$ cat config.mk
export PLATFORM = sky130hd
export DESIGN_NAME = axi4_lite_reg_slave
export DESIGN_NICKNAME = d
export VERILOG_FILES = /design/src/rtl/axi4_lite_pkg.sv /design/src/rtl/axi4_lite_reg_bank.sv /design/src/rtl/axi4_lite_reg_slave.sv
export SDC_FILE = /design/constraint.sdc
export NUM_CORES = 1
export LEC_CHECK = 0
export CAP_MARGIN = 30
export CORE_UTILIZATION = 45
export CTS_CLUSTER_DIAMETER = 80
export DETAILED_ROUTE_END_ITERATION = 16
export GPL_ROUTABILITY_DRIVEN = 0
export PLACE_DENSITY_LB_ADDON = 0.05
export SLEW_MARGIN = 20
export SYNTH_ARGS = -nofsm -noshare
export SYNTH_HDL_FRONTEND = slang
export SYNTH_HIERARCHICAL = 1
export SYNTH_SLANG_ARGS = --single-unit
$ cat constraint.sdc
create_clock -name ACLK -period 7.5 [get_ports ACLK]
set_input_delay 1.875 -clock ACLK [delete_from_list [all_inputs] [get_ports ACLK]]
set_output_delay 1.875 -clock ACLK [all_outputs]
set_load 0.03 [all_outputs]
$ cat src/rtl/axi4_lite_pkg.sv
// Shared constants for the AXI4-Lite register slave: response codes,
// handshake FSM state encodings and a constant-foldable clog2.
package axi4_lite_pkg;

    localparam logic [1:0] RESP_OKAY   = 2'b00;
    localparam logic [1:0] RESP_SLVERR = 2'b10;

    typedef enum logic {
        W_ACCEPT = 1'b0,
        W_RESP   = 1'b1
    } wr_state_t;

    typedef enum logic {
        R_ACCEPT = 1'b0,
        R_DATA   = 1'b1
    } rd_state_t;

    function automatic int clog2(input int value);
        int result;
        result = 0;
        while ((1 << result) < value) begin
            result = result + 1;
        end
        return result;
    endfunction

endpackage

$ cat src/rtl/axi4_lite_reg_bank.sv
// Register storage for the AXI4-Lite slave: write merge, per-register write pulse,
// registered read port. Byte-strobe merge enabled by AXI4_LITE_REG_SLAVE_WSTRB_EN.
module axi4_lite_reg_bank
    import axi4_lite_pkg::*;
#(
    parameter int DATA_W_IN_BYTES = 4,
    parameter int NUM_REGS        = 16,
    parameter int IDX_W           = 8
) (
    input  logic                                 clk,
    input  logic                                 rst,
    input  logic                                 wr_en,
    input  logic [IDX_W-1:0]                     wr_idx,
    input  logic [DATA_W_IN_BYTES*8-1:0]         wr_data,
    input  logic [DATA_W_IN_BYTES-1:0]           wr_strb,
    input  logic                                 rd_en,
    input  logic [IDX_W-1:0]                     rd_idx,
    output logic [DATA_W_IN_BYTES*8-1:0]         rd_data,
    output logic [NUM_REGS*DATA_W_IN_BYTES*8-1:0] reg_out,
    output logic [NUM_REGS-1:0]                  wr_pulse
);

    localparam int DATA_W = DATA_W_IN_BYTES * 8;

    logic [DATA_W-1:0] mem [NUM_REGS];

    // Read samples storage before any same-edge write lands, so a colliding read sees the old value.
    always_ff @(posedge clk) begin
        if (rst) begin
            rd_data  <= '0;
            wr_pulse <= '0;
            for (int i = 0; i < NUM_REGS; i++) begin
                mem[i] <= '0;
            end
        end else begin
            if (rd_en) begin
                rd_data <= '0;
                for (int i = 0; i < NUM_REGS; i++) begin
                    if (32'(rd_idx) == i) begin
                        rd_data <= mem[i];
                    end
                end
            end
            for (int i = 0; i < NUM_REGS; i++) begin
                wr_pulse[i] <= wr_en && (32'(wr_idx) == i);
                if (wr_en && (32'(wr_idx) == i)) begin
`ifdef AXI4_LITE_REG_SLAVE_WSTRB_EN
                    for (int b = 0; b < DATA_W_IN_BYTES; b++) begin
                        if (wr_strb[b]) begin
                            mem[i][b*8 +: 8] <= wr_data[b*8 +: 8];
                        end
                    end
`else
                    mem[i] <= wr_data;
`endif
                end
            end
        end
    end

`ifndef AXI4_LITE_REG_SLAVE_WSTRB_EN
    logic unused_strb;
    assign unused_strb = ^wr_strb;
`endif

    for (genvar g = 0; g < NUM_REGS; g++) begin : g_reg_out
        assign reg_out[g*DATA_W +: DATA_W] = mem[g];
    end

endmodule

$ cat src/rtl/axi4_lite_reg_slave.sv
// AXI4-Lite word-addressed register slave with independent single-outstanding read/write.
// Byte-strobe writes are enabled by defining AXI4_LITE_REG_SLAVE_WSTRB_EN.
//
// state    | meaning
// W_ACCEPT | collecting AW and W in any order; commits once both are held
// W_RESP   | BVALID/BRESP held until BREADY
// R_ACCEPT | ARREADY high, waiting for a read address
// R_DATA   | RVALID/RDATA/RRESP held until RREADY
module axi4_lite_reg_slave
    import axi4_lite_pkg::*;
#(
    parameter int DATA_W_IN_BYTES = 4,
    parameter int ADDR_W_IN_BITS  = 10,
    parameter int NUM_REGS        = 16
) (
    input  logic                                  ACLK,
    input  logic                                  ARESET,
    input  logic [ADDR_W_IN_BITS-1:0]             S_AXI_AWADDR,
    input  logic [2:0]                            S_AXI_AWPROT,
    input  logic                                  S_AXI_AWVALID,
    output logic                                  S_AXI_AWREADY,
    input  logic [DATA_W_IN_BYTES*8-1:0]          S_AXI_WDATA,
    input  logic [DATA_W_IN_BYTES-1:0]            S_AXI_WSTRB,
    input  logic                                  S_AXI_WVALID,
    output logic                                  S_AXI_WREADY,
    output logic [1:0]                            S_AXI_BRESP,
    output logic                                  S_AXI_BVALID,
    input  logic                                  S_AXI_BREADY,
    input  logic [ADDR_W_IN_BITS-1:0]             S_AXI_ARADDR,
    input  logic [2:0]                            S_AXI_ARPROT,
    input  logic                                  S_AXI_ARVALID,
    output logic                                  S_AXI_ARREADY,
    output logic [DATA_W_IN_BYTES*8-1:0]          S_AXI_RDATA,
    output logic [1:0]                            S_AXI_RRESP,
    output logic                                  S_AXI_RVALID,
    input  logic                                  S_AXI_RREADY,
    output logic [NUM_REGS*DATA_W_IN_BYTES*8-1:0] REG_OUT,
    output logic [NUM_REGS-1:0]                   WR_PULSE
);

    localparam int DATA_W    = DATA_W_IN_BYTES * 8;
    localparam int BYTE_BITS = clog2(DATA_W_IN_BYTES);
    localparam int IDX_W     = ADDR_W_IN_BITS - BYTE_BITS;

    wr_state_t wr_state_q, wr_state_d;
    rd_state_t rd_state_q, rd_state_d;

    logic                       aw_held_q, aw_held_d, w_held_q, w_held_d;
    logic [IDX_W-1:0]           wr_idx_q, wr_idx_d;
    logic [DATA_W-1:0]          wdata_q, wdata_d;
    logic [DATA_W_IN_BYTES-1:0] wstrb_q, wstrb_d;
    logic                       awready_q, awready_d, wready_q, wready_d, arready_q, arready_d;
    logic                       bvalid_q, bvalid_d, rvalid_q, rvalid_d;
    logic [1:0]                 bresp_q, bresp_d, rresp_q, rresp_d;
    logic                       wr_commit, wr_in_range, rd_en, rd_in_range;
    logic [IDX_W-1:0]           rd_idx;

    assign rd_idx      = S_AXI_ARADDR[ADDR_W_IN_BITS-1:BYTE_BITS];
    assign wr_in_range = 32'(wr_idx_q) < NUM_REGS;
    assign rd_in_range = 32'(rd_idx) < NUM_REGS;

    always_comb begin
        wr_state_d = wr_state_q;
        aw_held_d  = aw_held_q;
        w_held_d   = w_held_q;
        wr_idx_d   = wr_idx_q;
        wdata_d    = wdata_q;
        wstrb_d    = wstrb_q;
        bvalid_d   = bvalid_q;
        bresp_d    = bresp_q;
        wr_commit  = 1'b0;
        case (wr_state_q)
            W_ACCEPT: begin
                if (aw_held_q && w_held_q) begin
                    wr_commit  = 1'b1;
                    bvalid_d   = 1'b1;
                    bresp_d    = wr_in_range ? RESP_OKAY : RESP_SLVERR;
                    wr_state_d = W_RESP;
                end else begin
                    if (S_AXI_AWVALID && awready_q) begin
                        aw_held_d = 1'b1;
                        wr_idx_d  = S_AXI_AWADDR[ADDR_W_IN_BITS-1:BYTE_BITS];
                    end
                    if (S_AXI_WVALID && wready_q) begin
                        w_held_d = 1'b1;
                        wdata_d  = S_AXI_WDATA;
                        wstrb_d  = S_AXI_WSTRB;
                    end
                end
            end
            W_RESP: begin
                if (bvalid_q && S_AXI_BREADY) begin
                    bvalid_d   = 1'b0;
                    aw_held_d  = 1'b0;
                    w_held_d   = 1'b0;
                    wr_state_d = W_ACCEPT;
                end
            end
            default: wr_state_d = W_ACCEPT;
        endcase
        awready_d = (wr_state_d == W_ACCEPT) && !aw_held_d;
        wready_d  = (wr_state_d == W_ACCEPT) && !w_held_d;
    end

    always_comb begin
        rd_state_d = rd_state_q;
        rvalid_d   = rvalid_q;
        rresp_d    = rresp_q;
        rd_en      = 1'b0;
        case (rd_state_q)
            R_ACCEPT: begin
                if (S_AXI_ARVALID && arready_q) begin
                    rd_en      = 1'b1;
                    rvalid_d   = 1'b1;
                    rresp_d    = rd_in_range ? RESP_OKAY : RESP_SLVERR;
                    rd_state_d = R_DATA;
                end
            end
            R_DATA: begin
                if (rvalid_q && S_AXI_RREADY) begin
                    rvalid_d   = 1'b0;
                    rd_state_d = R_ACCEPT;
                end
            end
            default: rd_state_d = R_ACCEPT;
        endcase
        arready_d = (rd_state_d == R_ACCEPT);
    end

    always_ff @(posedge ACLK) begin
        if (ARESET) begin
            wr_state_q <= W_ACCEPT;
            rd_state_q <= R_ACCEPT;
            aw_held_q  <= 1'b0;
            w_held_q   <= 1'b0;
            wr_idx_q   <= '0;
            wdata_q    <= '0;
            wstrb_q    <= '0;
            awready_q  <= 1'b0;
            wready_q   <= 1'b0;
            arready_q  <= 1'b0;
            bvalid_q   <= 1'b0;
            rvalid_q   <= 1'b0;
            bresp_q    <= RESP_OKAY;
            rresp_q    <= RESP_OKAY;
        end else begin
            wr_state_q <= wr_state_d;
            rd_state_q <= rd_state_d;
            aw_held_q  <= aw_held_d;
            w_held_q   <= w_held_d;
            wr_idx_q   <= wr_idx_d;
            wdata_q    <= wdata_d;
            wstrb_q    <= wstrb_d;
            awready_q  <= awready_d;
            wready_q   <= wready_d;
            arready_q  <= arready_d;
            bvalid_q   <= bvalid_d;
            rvalid_q   <= rvalid_d;
            bresp_q    <= bresp_d;
            rresp_q    <= rresp_d;
        end
    end

    axi4_lite_reg_bank #(
        .DATA_W_IN_BYTES(DATA_W_IN_BYTES),
        .NUM_REGS       (NUM_REGS),
        .IDX_W          (IDX_W)
    ) u_bank (
        .clk     (ACLK),
        .rst     (ARESET),
        .wr_en   (wr_commit && wr_in_range),
        .wr_idx  (wr_idx_q),
        .wr_data (wdata_q),
        .wr_strb (wstrb_q),
        .rd_en   (rd_en),
        .rd_idx  (rd_idx),
        .rd_data (S_AXI_RDATA),
        .reg_out (REG_OUT),
        .wr_pulse(WR_PULSE)
    );

    assign S_AXI_AWREADY = awready_q;
    assign S_AXI_WREADY  = wready_q;
    assign S_AXI_ARREADY = arready_q;
    assign S_AXI_BVALID  = bvalid_q;
    assign S_AXI_BRESP   = bresp_q;
    assign S_AXI_RVALID  = rvalid_q;
    assign S_AXI_RRESP   = rresp_q;

    logic unused_inputs;
    assign unused_inputs = ^{S_AXI_AWPROT, S_AXI_ARPROT, S_AXI_AWADDR, S_AXI_ARADDR};

endmodule

==> results of run 1 <==
[per-stage QoR]
step	worst slack [ps]	instances	hold slack, ps
3_3_place_gp	2147	3473	448.7
5_1_grt	2463	3606	494.5
4_1_cts	2768	3604	459.3
2_1_floorplan	3349	2231	448.6
3_5_place_dp	2138	3481	451.3
6_report	2566	3608	460.7
[flip-flops by register name (all words and copies together), names as in the netlist, 8 cells and up]
name and flops:
wdata_q 32, wr_idx_q 8, u_bank/mem 512, u_bank/rd_data 32, u_bank/wr_pulse 16
[worst max-delay path by stage]
stage	end
2_1_floorplan	u_bank/mem[0][384]$_DFFE_PP_
3_3_place_gp	u_bank/rd_data[27]$_SDFFE_PP0P_
3_5_place_dp	u_bank/rd_data[27]$_SDFFE_PP0P_
4_1_cts	u_bank/rd_data[27]$_SDFFE_PP0P_
5_1_grt	u_bank/rd_data[9]$_SDFFE_PP0P_
6_report	u_bank/rd_data[27]$_SDFFE_PP0P_
[cell type report]
cell class	count	area (sq um)	share of cell area, %
timing repair buffer	679	6790	19.09
clock buffer	93	1887	5.304
inverter	41	153.9	0.4326
clock inverter	30	235.2	0.6612
sequential	611	17360	48.79
antenna	2	5.005	0.01407
multi-input combinational	1387	8192	23.03
tap	765	957.2	2.690
[cells in the final DEF (no fill, tap or decap), types with 7 or more instances in the layout]
master and instances:
inv_1 39, mux2_2 28, buf_4 48, clkbuf_1 17, nor3_1 31, a2bb2oi_1 9, a211o_1 7, o31ai_1 7
o211ai_1 14, nor2_1 426, nand3_1 30, a21oi_1 109, mux2i_1 98, dfxtp_1 99, a21o_1 7, clkinv_2 11
nand2_2 10, o22ai_1 37, a31oi_1 16, clkbuf_8 7, a22oi_1 40, o32ai_1 7, clkbuf_16 69, nor2b_1 15
and3_1 10, a221oi_1 12, nand2b_1 98, clkdlybuf4s50_1 617, o221ai_1 20, a211oi_1 14, clkinv_1 10, mux4_2 9
o21ai_0 77, nand2_1 143, edfxtp_1 512
[critical path, delay by kind of cell]
| family | cells | cell delay (ps) |
|---|---|---|
| AND/OR/NAND/NOR | 2 | 1460 |
| AO/OA/AOI/OAI | 4 | 1200 |
| buffers and inverters | 2 | 860 |
[where the power goes]
group	total (uW)	leakage, uW	internal (uW)	switching, uW
sequential	3920	0.00609	3820	106
clock	3220	0.00104	1840	1380
combinational	1020	0.00527	344	680
total	8170	0.0124	6000	2170
[per-layer routing]
metal | global-route usage [%] | vias up
li1 | - | 9219
met1 | 51.18 | 10937
met2 | 57.87 | 1769
met3 | 11.50 | 235
met4 | 15.37 | 0
met5 | 0 | -
==> reports/metrics.yaml, run 1 <==
drt:
  vias: 22160
  viasPerCell: 6.142
  highest_layer: "met4"
  drc: 0
  dr.pass1.iters: 6
  wl_met1_mm: 44.07
  routed_wirelength_mm: 117.4
  routed-wl-met2_mm: 52.28
  wl_met3_mm: 16.17
  final_antenna_net_count: 0
  wl_per_cell_um: 32.53
  drt_iter0_markers: 3447
setup_path:
  setup.worst_path.end_class: "flip-flop"
  worstPathRequired_ps: 8040
  worstPathCellList: "clkdlybuf4s50_1 -> or4_4 -> nor2_4 -> buf_4 -> a21oi_1 -> o21ai_0 -> a221oi_1 -> o21ai_1"
  arrival_ps: 5470
  reg2reg_from: "wr_idx_q[6]$_SDFFE_PP0P_"
  reg2regPathDepth: 8
  reg2reg_to: "u_bank/mem[0][147]$_SDFFCE_PN0P_"
  critPathMaxStageDelay_ps: 860
  worstSetupPathType: "in2reg"
  startpoint: "S_AXI_ARADDR[7]"
  critical_path.max_fanout: 31
  ff2ff_setup_slack_ps: 3570
  worstSetupStartpointType: "primary input"
  slowest_stage: "or4_4"
clock_tree:
  cts.repair.resized: 0
  post_cts_buffers: 0
  cts_tree: "built"
  cts.clk_slew.worst_paths_ps: 60
  postCtsHoldBufs: 0
  cts_made_buffers: 67
  root_buffer: "clkbuf_16"
  cts-htree-levels: 3
  clockBufferDepth: 3
  clk_latency_ps: 610
  clkSinkCount: 611
placed_design:
  post_dp_cell_area_sq_um: 33400
  port_buffers: 621
  dp_hpwl_mm: 82.98
pwr:
  leakagePower_uw: 0.01240
  power.total_uw: 8169
  p_per_area_nw_per_um2: 229.6
  peakVddDrop_mv: 0.1648
die:
  io_pins: 638
  die_h_um: 244.7
  start_util_pct: 45.77
  core_sq_um: 57920
  dieArea_sq_um: 59880
  fp.dieW_um: 244.7
  rows: 88
finish:
  final_util_pct: 61.43
  fillerInstances: 4675
  finalInstanceArea_sq_um: 35580
  syn_to_final_growth_pct: 34.22
  drive_gt1_share_pct: 8.483
  nets: 2856
timing:
  max_freq_mhz: 202.7
  hold_viol: 0
  maxSlewHeadroom_pct: 29.34
  finalClockSkew_ps: 18.28
  fin_crit_sh_pct: 65.78
  setup_viol: 0
  min_period_ps: 4934
  tightestPinTransition_ps: 1050
  finalSetupTns_ps: 0
  rsz0062_at_grt: "false"
  drv_slew: 0
synth:
  ys.warnings.count: 6
  syn_inst: 2230
  syn-cell-area_sq_um: 26510
  syn_avg_cell_area_sq_um: 11.89
global_routing:
  grt_use_total_pct: 38.17
  overflow: 0
  grt_start_max_net_pins: 101
  grt_pass1_wl_mm: 160.6
  grt_pass1_vias: 20929
  antenna_found_initial: 4
status:
  status: "complete, no violations"
worst_hold_path:
  worstHoldStart: "u_bank/rd_data[22]$_SDFFE_PP0P_"
  holdPathStages: 2
  holdPathEnd: "u_bank/rd_data[22]$_SDFFE_PP0P_"
  hp-class: "reg2reg"
flow_run:
  max_cap_violations: 0
(Power assumes the default switching activity.)
==> inputs of run 2 (changes only) <==
Clock period 7.5 ns to 4.01 ns, I/O delays scaled along.
==> run 2 against run 1 <==
Global-route usage is 0.14 points lower. Sequential power is 88% higher. Worst setup slack worse by 2000 ps. Non-clock buffer count is 71 higher. Count of clock-buffer cells in the layout is 3 lower. Combinational power is 88% higher. Clock power is 93% higher. Largest power group unchanged.
==> reports/metrics.yaml, run 2 (synthesized netlist as in run 1, its figures left out) <==
status:
  status: "complete, no violations"
clock_tree:
  cts-htree-levels: 3  # unchanged
  clkSinkCount: 611  # unchanged
  clk_latency_ps: 610  # about the same
  cts_made_buffers: 66  # -1.5%
  clockBufferDepth: 3  # unchanged
  cts.repair.resized: 0  # unchanged
  cts_tree: "built"
  root_buffer: "clkbuf_16"
  post_cts_buffers: 0  # unchanged
  postCtsHoldBufs: 0  # unchanged
  cts.clk_slew.worst_paths_ps: 60  # about the same
timing:
  max_freq_mhz: 292.6
  tightestPinTransition_ps: 988.5  # -61.66 ps
  setup_viol: 0  # unchanged
  rsz0062_at_grt: "false"
  min_period_ps: 3418
  fin_crit_sh_pct: 85.23
  drv_slew: 0  # unchanged
  maxSlewHeadroom_pct: 34.10  # +4.8 points
  hold_viol: 0  # unchanged
  finalClockSkew_ps: 20.36  # +2.079 ps
finish:
  drive_gt1_share_pct: 10.69  # +2.2 points
  regMostFlops: "u_bank/mem"
  syn_to_final_growth_pct: 36.28
  fillerInstances: 4740  # +1.4%
  nets: 2926  # +2.5%
  top_regs: "u_bank/mem: 512 flops, u_bank/rd_data: 32 flops, wdata_q: 32 flops"
  layout_commonest_cell: "clkdlybuf4s50_1"
  largest_reg_flops: 512  # unchanged
  final_util_pct: 62.37  # +0.95 points
  final_cell_mix: "617 x clkdlybuf4s50_1, 512 x edfxtp_1, 426 x nor2_1"
pwr:
  power.total_uw: 15490  # +90%
  p_per_area_nw_per_um2: 428.7  # +87%
  peakVddDrop_mv: 0.3125  # +90%
  leakagePower_uw: 0.01274  # +2.7%
die:
  rows: 88  # unchanged
  fp.dieW_um: 244.7  # unchanged
  die_h_um: 244.7  # unchanged
  dieArea_sq_um: 59880  # unchanged
  core_sq_um: 57920  # unchanged
  io_pins: 638  # unchanged
  start_util_pct: 45.77  # unchanged
global_routing:
  overflow: 0  # unchanged
  grt_start_max_net_pins: 91  # -9.9%
  grt_use_total_pct: 38.03  # -0.14 points
  antenna_found_initial: 3  # -1
  grt_pass1_wl_mm: 160.7  # about the same
  grt_pass1_vias: 21265  # +1.6%
setup_path:
  worstSetupPathType: "in2reg"
  worstSetupStartpointType: "primary input"
  critical_path.max_fanout: 11  # -65%
  setup.worst_path.end_class: "flip-flop"
  arrival_ps: 3950  # -1520 ps
  worstPathRequired_ps: 4550  # -3490 ps
placed_design:
  port_buffers: 621  # unchanged
  dp_hpwl_mm: 84.78  # +2.2%
drt:
  drt_iter0_markers: 3230  # -6.3%
  drc: 0  # unchanged
  dr.pass1.iters: 6  # unchanged
  viasPerCell: 6.147  # about the same
  wl_per_cell_um: 31.84  # -2.1%
  vias: 22603  # +2.0%
  routed_wirelength_mm: 117.1  # -0.25%
  final_antenna_net_count: 0  # unchanged
flow_run:
  max_cap_violations: 0  # unchanged
worst_hold_path:
  hp-class: "reg2reg"
[run 2: report_power, final]
part | leakage (uW) | internal (uW) | switching (uW) | total (uW)
Combinational | 0.00558 | 668 | 1250 | 1920
Clock | 0.00107 | 3650 | 2570 | 6210
Sequential | 0.00609 | 7140 | 215 | 7350
[run 2: final timing paths]
| kind | from | to | slack, ps | cells past startpoint |
|---|---|---|---|---|
| setup / recovery | S_AXI_ARADDR[7] | u_bank/rd_data[23]$_SDFFE_PP0P_ | 590 | 7 |
| hold / removal | u_bank/rd_data[22]$_SDFFE_PP0P_ | u_bank/rd_data[22]$_SDFFE_PP0P_ | 460 | 2 |
| setup reg to reg | wr_idx_q[6]$_SDFFE_PP0P_ | u_bank/mem[0][89]$_SDFFCE_PN0P_ | 910 | 7 |
| hold reg to reg | u_bank/rd_data[22]$_SDFFE_PP0P_ | u_bank/rd_data[22]$_SDFFE_PP0P_ | 460 | 2 |
[run 2: layer usage]
layer	global-route usage, %	part of all wire, %	vias to the layer above
met2	58.20	45	1759
met3	11.56	14	240
met1	51.29	37	11218
met4	13.18	3.8	0
li1	-	-	9386
met5	0	0	-
[run 2: critical path, stage by stage]
cell and delay [ps]:
clkdlybuf4s50_1 450, or4_4 720, nor3_4 510, nand2_1 90
o21ai_0 570, o211ai_1 330, a31oi_1 240
[run 2: cell type report]
cell class,count,area (sq um),share of cell area (%)
antenna,2,5.005,0.01385
inverter,41,153.9,0.4260
sequential,611,17360,48.05
clock buffer,90,1854,5.133
clock inverter,31,339.1,0.9386
timing repair buffer,750,7277,20.14
tap,765,957.2,2.650
multi-input combinational,1387,8182,22.65
[run 2: metrics by stage]
stage          instance area [sq um]  worst slack [ps]  hold slack, ps  TNS (ps)  std cells
6_report                       36120             592.3           460.9         0       3677
5_1_grt                        36120             600.3           472.2         0       3675
4_1_cts                        36110             760.0           457.3         0       3674
3_5_place_dp                   33920             133.6           450.6         0       3553
3_3_place_gp                   33920             224.9           444.2         0       3553
2_1_floorplan                  26520            -25.27           448.6     -2426       2231
